===== config.mk =====
export PLATFORM = sky130hd
export DESIGN_NAME = modbus_rtu_framer
export DESIGN_NICKNAME = d
export VERILOG_FILES = /design/src/rtl/modbus_rtu_pkg.sv /design/src/rtl/modbus_rtu_framer_crc16.sv /design/src/rtl/modbus_rtu_framer.sv
export SDC_FILE = /design/constraint.sdc
export NUM_CORES = 1
export LEC_CHECK = 0
export BUFFER_PORTS_ARGS = -buffer_cell sky130_fd_sc_hd__buf_2
export CAP_MARGIN = 10
export CORE_MARGIN = 3
export CORE_UTILIZATION = 55
export CTS_BUF_LIST = sky130_fd_sc_hd__clkbuf_4
export DETAILED_ROUTE_END_ITERATION = 10
export PLACE_DENSITY = 0.83
export SLEW_MARGIN = 20
export SYNTH_ARGS = -nofsm -noshare
export SYNTH_HDL_FRONTEND = slang
export SYNTH_SLANG_ARGS = --single-unit

===== constraint.sdc =====
create_clock -name clk -period 1.9 [get_ports clk]
set_input_delay 0.095 -clock clk [delete_from_list [all_inputs] [get_ports clk]]
set_output_delay 0.095 -clock clk [all_outputs]
set_load 0.1 [all_outputs]

===== src/rtl/modbus_rtu_pkg.sv =====
// Modbus RTU framer shared constants, FSM encodings and timing helpers.
// t15/t35 return silence thresholds in clk cycles for a given clock and baud.
package modbus_rtu_pkg;

   localparam logic [15:0] CRC_INIT = 16'hFFFF;
   localparam logic [15:0] CRC_POLY = 16'hA001;

   typedef logic [2:0] state_t;

   localparam state_t ST_STARTUP = 3'd0;
   localparam state_t ST_IDLE    = 3'd1;
   localparam state_t ST_RECV    = 3'd2;
   localparam state_t ST_GAP     = 3'd3;
   localparam state_t ST_DISCARD = 3'd4;
   localparam state_t ST_DONE    = 3'd5;

   // Above 19200 baud the character-based timing is replaced by
   // fixed 750 us / 1750 us silences.
   function automatic logic [31:0] t15(
      input longint unsigned clk_hz,
      input longint unsigned baud
   );
      longint unsigned tc;
      tc = (clk_hz * 64'd11) / baud;
      if (baud > 64'd19200)
         return 32'((clk_hz * 64'd750) / 64'd1000000);
      return 32'((tc * 64'd3) / 64'd2);
   endfunction

   function automatic logic [31:0] t35(
      input longint unsigned clk_hz,
      input longint unsigned baud
   );
      longint unsigned tc;
      tc = (clk_hz * 64'd11) / baud;
      if (baud > 64'd19200)
         return 32'((clk_hz * 64'd1750) / 64'd1000000);
      return 32'((tc * 64'd7) / 64'd2);
   endfunction

endpackage


===== src/rtl/modbus_rtu_framer_crc16.sv =====
// CRC-16/MODBUS single-byte update, reflected, LSB first.
// Ports: crc_in running CRC, data next byte, crc_out updated CRC.
module modbus_crc16
   import modbus_rtu_pkg::*;
(
   input  logic [15:0] crc_in,
   input  logic [7:0]  data,
   output logic [15:0] crc_out
);

   logic [15:0] c;

   always_comb begin
      c = crc_in ^ {8'h00, data};
      for (int i = 0; i < 8; i++) begin
         if (c[0])
            c = (c >> 1) ^ CRC_POLY;
         else
            c = c >> 1;
      end
      crc_out = c;
   end

endmodule


===== src/rtl/modbus_rtu_framer.sv =====
// Modbus RTU receive framer: t1.5/t3.5 silence framing, on-the-fly CRC,
// byte forwarding and a registered end-of-frame status pulse.
// Ports: clk, rst_n (async low); rx_data/rx_valid/rx_enable byte input;
//   byte_data/byte_valid/byte_index forwarded bytes; frame_done strobe with
//   frame_len, crc_ok, err_gap, err_overflow held until next frame_done;
//   frame_count wrapping count of completed frames.
module modbus_rtu_framer
   import modbus_rtu_pkg::*;
#(
   parameter int unsigned ClkFrequency = 12000000,
   parameter int unsigned Baud         = 9600,
   parameter int unsigned MAX_LEN      = 64
) (
   input  logic       clk,
   input  logic       rst_n,
   input  logic [7:0] rx_data,
   input  logic       rx_valid,
   input  logic       rx_enable,
   output logic [7:0] byte_data,
   output logic       byte_valid,
   output logic [7:0] byte_index,
   output logic       frame_done,
   output logic [7:0] frame_len,
   output logic       crc_ok,
   output logic       err_gap,
   output logic       err_overflow,
   output logic [7:0] frame_count
);

   localparam logic [31:0] T15 =
      t15(64'(ClkFrequency), 64'(Baud));
   localparam logic [31:0] T35 =
      t35(64'(ClkFrequency), 64'(Baud));
   localparam logic [7:0]  MAX_L = 8'(MAX_LEN);

   state_t      state;
   logic [31:0] timer;
   logic [15:0] crc;
   logic [15:0] crc_sel;
   logic [15:0] crc_nx;
   logic [7:0]  len;
   logic        gap_f;
   logic        ovf_f;
   logic        acc;
   logic        len_full;
   logic        finish;

   assign acc      = rx_valid & rx_enable;
   assign len_full = (len == MAX_L);

   // An accepted byte always wins over an expiring silence timer.
   assign finish = !acc && (timer == T35) &&
                   ((state == ST_GAP) || (state == ST_DISCARD));

   // First byte of a frame seeds the CRC from the init value.
   always_comb begin
      crc_sel = crc;
      if ((state == ST_IDLE) || (state == ST_DONE))
         crc_sel = CRC_INIT;
   end

   modbus_crc16 u_crc (
      .crc_in  (crc_sel),
      .data    (rx_data),
      .crc_out (crc_nx)
   );

   always_ff @(posedge clk or negedge rst_n) begin
      if (!rst_n) begin
         state        <= ST_STARTUP;
         timer        <= '0;
         crc          <= CRC_INIT;
         len          <= '0;
         gap_f        <= 1'b0;
         ovf_f        <= 1'b0;
         byte_data    <= '0;
         byte_valid   <= 1'b0;
         byte_index   <= '0;
         frame_done   <= 1'b0;
         frame_len    <= '0;
         crc_ok       <= 1'b0;
         err_gap      <= 1'b0;
         err_overflow <= 1'b0;
         frame_count  <= '0;
      end else begin
         byte_valid <= 1'b0;
         frame_done <= 1'b0;

         if (acc)
            timer <= '0;
         else if (timer != T35)
            timer <= timer + 32'd1;

         case (state)
            ST_STARTUP: begin
               if (!acc && (timer == T35))
                  state <= ST_IDLE;
            end
            ST_IDLE, ST_DONE: begin
               if (acc) begin
                  state      <= ST_RECV;
                  crc        <= crc_nx;
                  len        <= 8'd1;
                  gap_f      <= 1'b0;
                  ovf_f      <= 1'b0;
                  byte_valid <= 1'b1;
                  byte_data  <= rx_data;
                  byte_index <= 8'd0;
               end else begin
                  state <= ST_IDLE;
               end
            end
            ST_RECV: begin
               if (acc) begin
                  if (len_full) begin
                     ovf_f <= 1'b1;
                     state <= ST_DISCARD;
                  end else begin
                     crc        <= crc_nx;
                     len        <= len + 8'd1;
                     byte_valid <= 1'b1;
                     byte_data  <= rx_data;
                     byte_index <= len;
                  end
               end else if (timer == T15) begin
                  state <= ST_GAP;
               end
            end
            ST_GAP: begin
               if (acc) begin
                  gap_f <= 1'b1;
                  state <= ST_DISCARD;
                  if (len_full)
                     ovf_f <= 1'b1;
                  else
                     len <= len + 8'd1;
               end else if (finish) begin
                  state <= ST_DONE;
               end
            end
            ST_DISCARD: begin
               if (acc) begin
                  if (len_full)
                     ovf_f <= 1'b1;
                  else
                     len <= len + 8'd1;
               end else if (finish) begin
                  state <= ST_DONE;
               end
            end
            default: state <= ST_STARTUP;
         endcase

         if (finish) begin
            frame_done   <= 1'b1;
            frame_len    <= len;
            crc_ok       <= (crc == 16'h0000) && (len >= 8'd4) &&
                            !gap_f && !ovf_f;
            err_gap      <= gap_f;
            err_overflow <= ovf_f;
            frame_count  <= frame_count + 8'd1;
         end
      end
   end

endmodule


==> results_dict.tcl <==
set metrics [dict create \
    p_leak_nw 3.29 \
    postSynth.asyncResetShare_pct 100 \
    cts_htree_levels 3 \
    nets_in_the_synthesized_netlist 543 \
    worstSetupPathType "register to register" \
    critical_path.slowest_cell "sky130_fd_sc_hd__or4_4" \
    chain_of_cells_forming_the_critical_path "inv_2 -> ha_4 -> nand2_4 -> or4_4 -> a21oi_2 -> nand2b_4 -> inv_8 -> buf_12 -> nand2_1 -> nand2_1" \
    synth_area_per_cell_um2 9.36 \
    drc_violations_left 0 \
    antenna_left 0 \
    holdCritPathClass "primary input to asynchronous set/reset pin" \
    count_of_input_and_output_buffers 48 \
    antenna_cells 0 \
    start_util_pct 58.2 \
    synth_enable_flop_cells 0 \
    totalWireLength_um 16200 \
    postSynth.topFlopCell "sky130_fd_sc_hd__dfrtp_1" \
    ffs_latches_synth 98 \
    rsz_0062_raised_after_global_routing "true" \
    hold_violations 0 \
    worst-path-max-fanout 12 \
    crit_required_ns 2.29 \
    grt_pass1_wl_um 20800 \
    routed_via_density 6.13 \
    ios 49 \
    clock_tree_from_tritoncts "yes" \
    worst_slew_margin_rel_pct 65.0 \
    clock_latency_on_the_worst_skew_pair_ns 0.47 \
    critPathBufInv 3 \
    violations_in_the_final_reports "negative setup slack" \
    final_critical_path_setup_slack_ns -0.279 \
    critPathArrivalTime_ns 2.57 \
    slowest_delay_ns 0.51 \
    synth_commonest_cells "sky130_fd_sc_hd__nand2_1 (110), sky130_fd_sc_hd__dfrtp_1 (82), sky130_fd_sc_hd__nor2_1 (53)" \
    floorplan.die.height_um 101 \
    period_share_pct 115 \
    detailed_place_hpwl_um 8020 \
    finalSetupTns_ns -9.67 \
    wire_per_inst_um 20.3 \
    run_status "finished with violations" \
    route.vias.total 4895 \
    min_period_ns 2.18 \
    maxCapViolCount 0 \
    report.final.setup_viol 74 \
    synth.distinct_cells 47 \
    layout.nets 706 \
    total_core_area_um2 8460 \
    area.growth.synth_to_final_pct 39.4 \
    critical_path_cell_count 10 \
    yosys.area.top_type "sky130_fd_sc_hd__dfrtp_1" \
    cts_buffers 9 \
    drive_gt1_share_pct 40.3 \
    clock-root-buffer "sky130_fd_sc_hd__clkbuf_4" \
    crit_family "simple AND/OR/NAND/NOR gates" \
    reg2reg_depth 10 \
    cp-start-kind "register" \
    die_outline_width_um 101 \
    yosys_warnings 0 \
    finClkSkew_ns 0.0286 \
    clk_pin_slew_ns 0.18 \
    timing_worst_slew_pin_value_ns 0.524 \
    place.gp.congestion 0.940 \
    yosys-top-cells-area "sky130_fd_sc_hd__dfrtp_1 (42%), sky130_fd_sc_hd__dfstp_2 (8.5%), sky130_fd_sc_hd__nand2_1 (8.4%), sky130_fd_sc_hd__xnor2_1 (5.7%), sky130_fd_sc_hd__xor2_1 (5.0%)" \
    slew_viol_final 0 \
    max_freq_mhz 459 \
    row_count 33 \
    yosys.cell_count.top_type "sky130_fd_sc_hd__nand2_1" \
    synth-seq-area-share_pct 50.2 \
    vias_in_the_first_global_route 4475 \
    max-clock-path-buffers 2 \
    yosysTopAreaCellShare_pct 41.7 \
    crit_top_cell "sky130_fd_sc_hd__nand2_1" \
    first_pass_iters 6 \
    grt_usage_pct 25.6 \
    post_dp_cell_area_um2 5870 \
    place_worst_setup_slack_ns -0.160 \
    power-per-cell-area_nw_per_um2 1300 \
    peak_vdd_ir_mv 0.807 \
    layout.cell_area.non_filler_um2 6860 \
    timing.critical_path.to_type "register" \
    dieArea_um2 10100 \
    pin_count_of_the_biggest_net_entering_global_routing 45 \
    clock_sinks 98 \
    postSynthCellCount 526 \
    initial_antenna_violation_count 0 \
    synthesis.area_um2 4920 \
    globalRoute.totalOverflow 0 \
    drtIter0Drc 389 \
]
[layout by cell type (no fill, tap or decap), types with 10 or more instances in the layout]
master                          netlist  layout
sky130_fd_sc_hd__nor2_1              53      48
sky130_fd_sc_hd__dlygate4sd3_1        0      12
sky130_fd_sc_hd__buf_2                3      48
sky130_fd_sc_hd__buf_6                2      10
sky130_fd_sc_hd__a21oi_1             16      14
sky130_fd_sc_hd__nand2_2              0      17
sky130_fd_sc_hd__o21ai_1              0      13
sky130_fd_sc_hd__dfstp_2             16      16
sky130_fd_sc_hd__or3_1               13      12
sky130_fd_sc_hd__nand3_1             22      17
sky130_fd_sc_hd__xor2_1              28      28
sky130_fd_sc_hd__buf_4                4      96
sky130_fd_sc_hd__nand4_1             17      17
sky130_fd_sc_hd__o21ai_0             33      12
sky130_fd_sc_hd__dfrtp_1             82      81
sky130_fd_sc_hd__xnor2_1             32      29
sky130_fd_sc_hd__nand2_1            110      92
[final cells by class]
| type | count | area (um^2) |
|---|---|---|
| timing repair buffer | 172 | 1310 |
| clock inverter | 7 | 109 |
| multi-input combinational | 396 | 2720 |
| fill | 421 | 1600 |
| inverter | 12 | 52.6 |
| sequential | 98 | 2470 |
| clock buffer | 9 | 67.6 |
| tap | 105 | 131 |
[power by group]
group	switching (mW)	internal, mW
combinational	2.84	1.80
sequential	0.333	2.58
clock	0.805	0.561
total	3.98	4.94
[path summary, 6_finish.rpt]
check | startpoint | to | slack [ns]
worst max-delay path | len[0] | byte_data[0] | -0.28
worst min-delay path | rst_n | frame_len[2] | 0.12
worst max register to register | len[0] | byte_data[0] | -0.28
worst min register to register | byte_index[3] | byte_index[3] | 0.50
max in group asynchronous | rst_n | crc[0] | 1.07
min in group clk | rx_data[7] | byte_data[7] | 0.41
[what timing repair did]
item	in CTS	in global routing
cloned	2	4
endpoints found under the hold margin	50	0
pin swaps	11	53
resized for setup	22	108
hold buffers	12	0
setup buffers	11	17
endpoints found under the setup margin	75	85
[worst register-to-register path, cell delays in order, from the launching register on]
cell	delay (ns)
sky130_fd_sc_hd__dfrtp_1	0.44
sky130_fd_sc_hd__inv_2	0.10
sky130_fd_sc_hd__ha_4	0.15
sky130_fd_sc_hd__nand2_4	0.06
sky130_fd_sc_hd__or4_4	0.51
sky130_fd_sc_hd__a21oi_2	0.22
sky130_fd_sc_hd__nand2b_4	0.24
sky130_fd_sc_hd__inv_8	0.08
sky130_fd_sc_hd__buf_12	0.14
sky130_fd_sc_hd__nand2_1	0.09
sky130_fd_sc_hd__nand2_1	0.07
[metal layers]
layer  up-vias  global-route usage [%]  wire length [um]
met5         -                       0                 0
met4         0                    10.9               896
met3        90                    4.22              1300
met2       303                    44.4              8180
met1      2384                    31.5              5840
li1       2118                       -                 -
[flip-flops by register name, indices dropped and copies added (netlist names), 3 cells and up]
signal and cells:
crc 16, state 3, len 8, timer 32
frame_len 8, byte_data 8, frame_count 8, byte_index 8
[through the flow]
stage | instances | hold slack, ns | power [mW] | util [%]
after floorplan | 526 | -0.201 | 5.51 | -
after global placement | 739 | 0.0921 | 6.40 | 69.3
after detailed placement | 739 | 0.0986 | 6.53 | 69.3
after CTS | 779 | 0.122 | 8.06 | 74.9
after global routing | 799 | 0.137 | 9.26 | 81.1
final | 799 | 0.116 | 8.92 | 81.1
[cells by family after synthesis]
family                     synth area share, %
AOI/OAI and AO/OA                         7.06
xor gates and xnor gates                  11.6
and+or+nand+nor                           25.6
DFF                                       50.2
muxes                                    0.813
adders and majority gates                 1.27
buffers and inverters                     3.40
(Power assumes the default switching activity.)
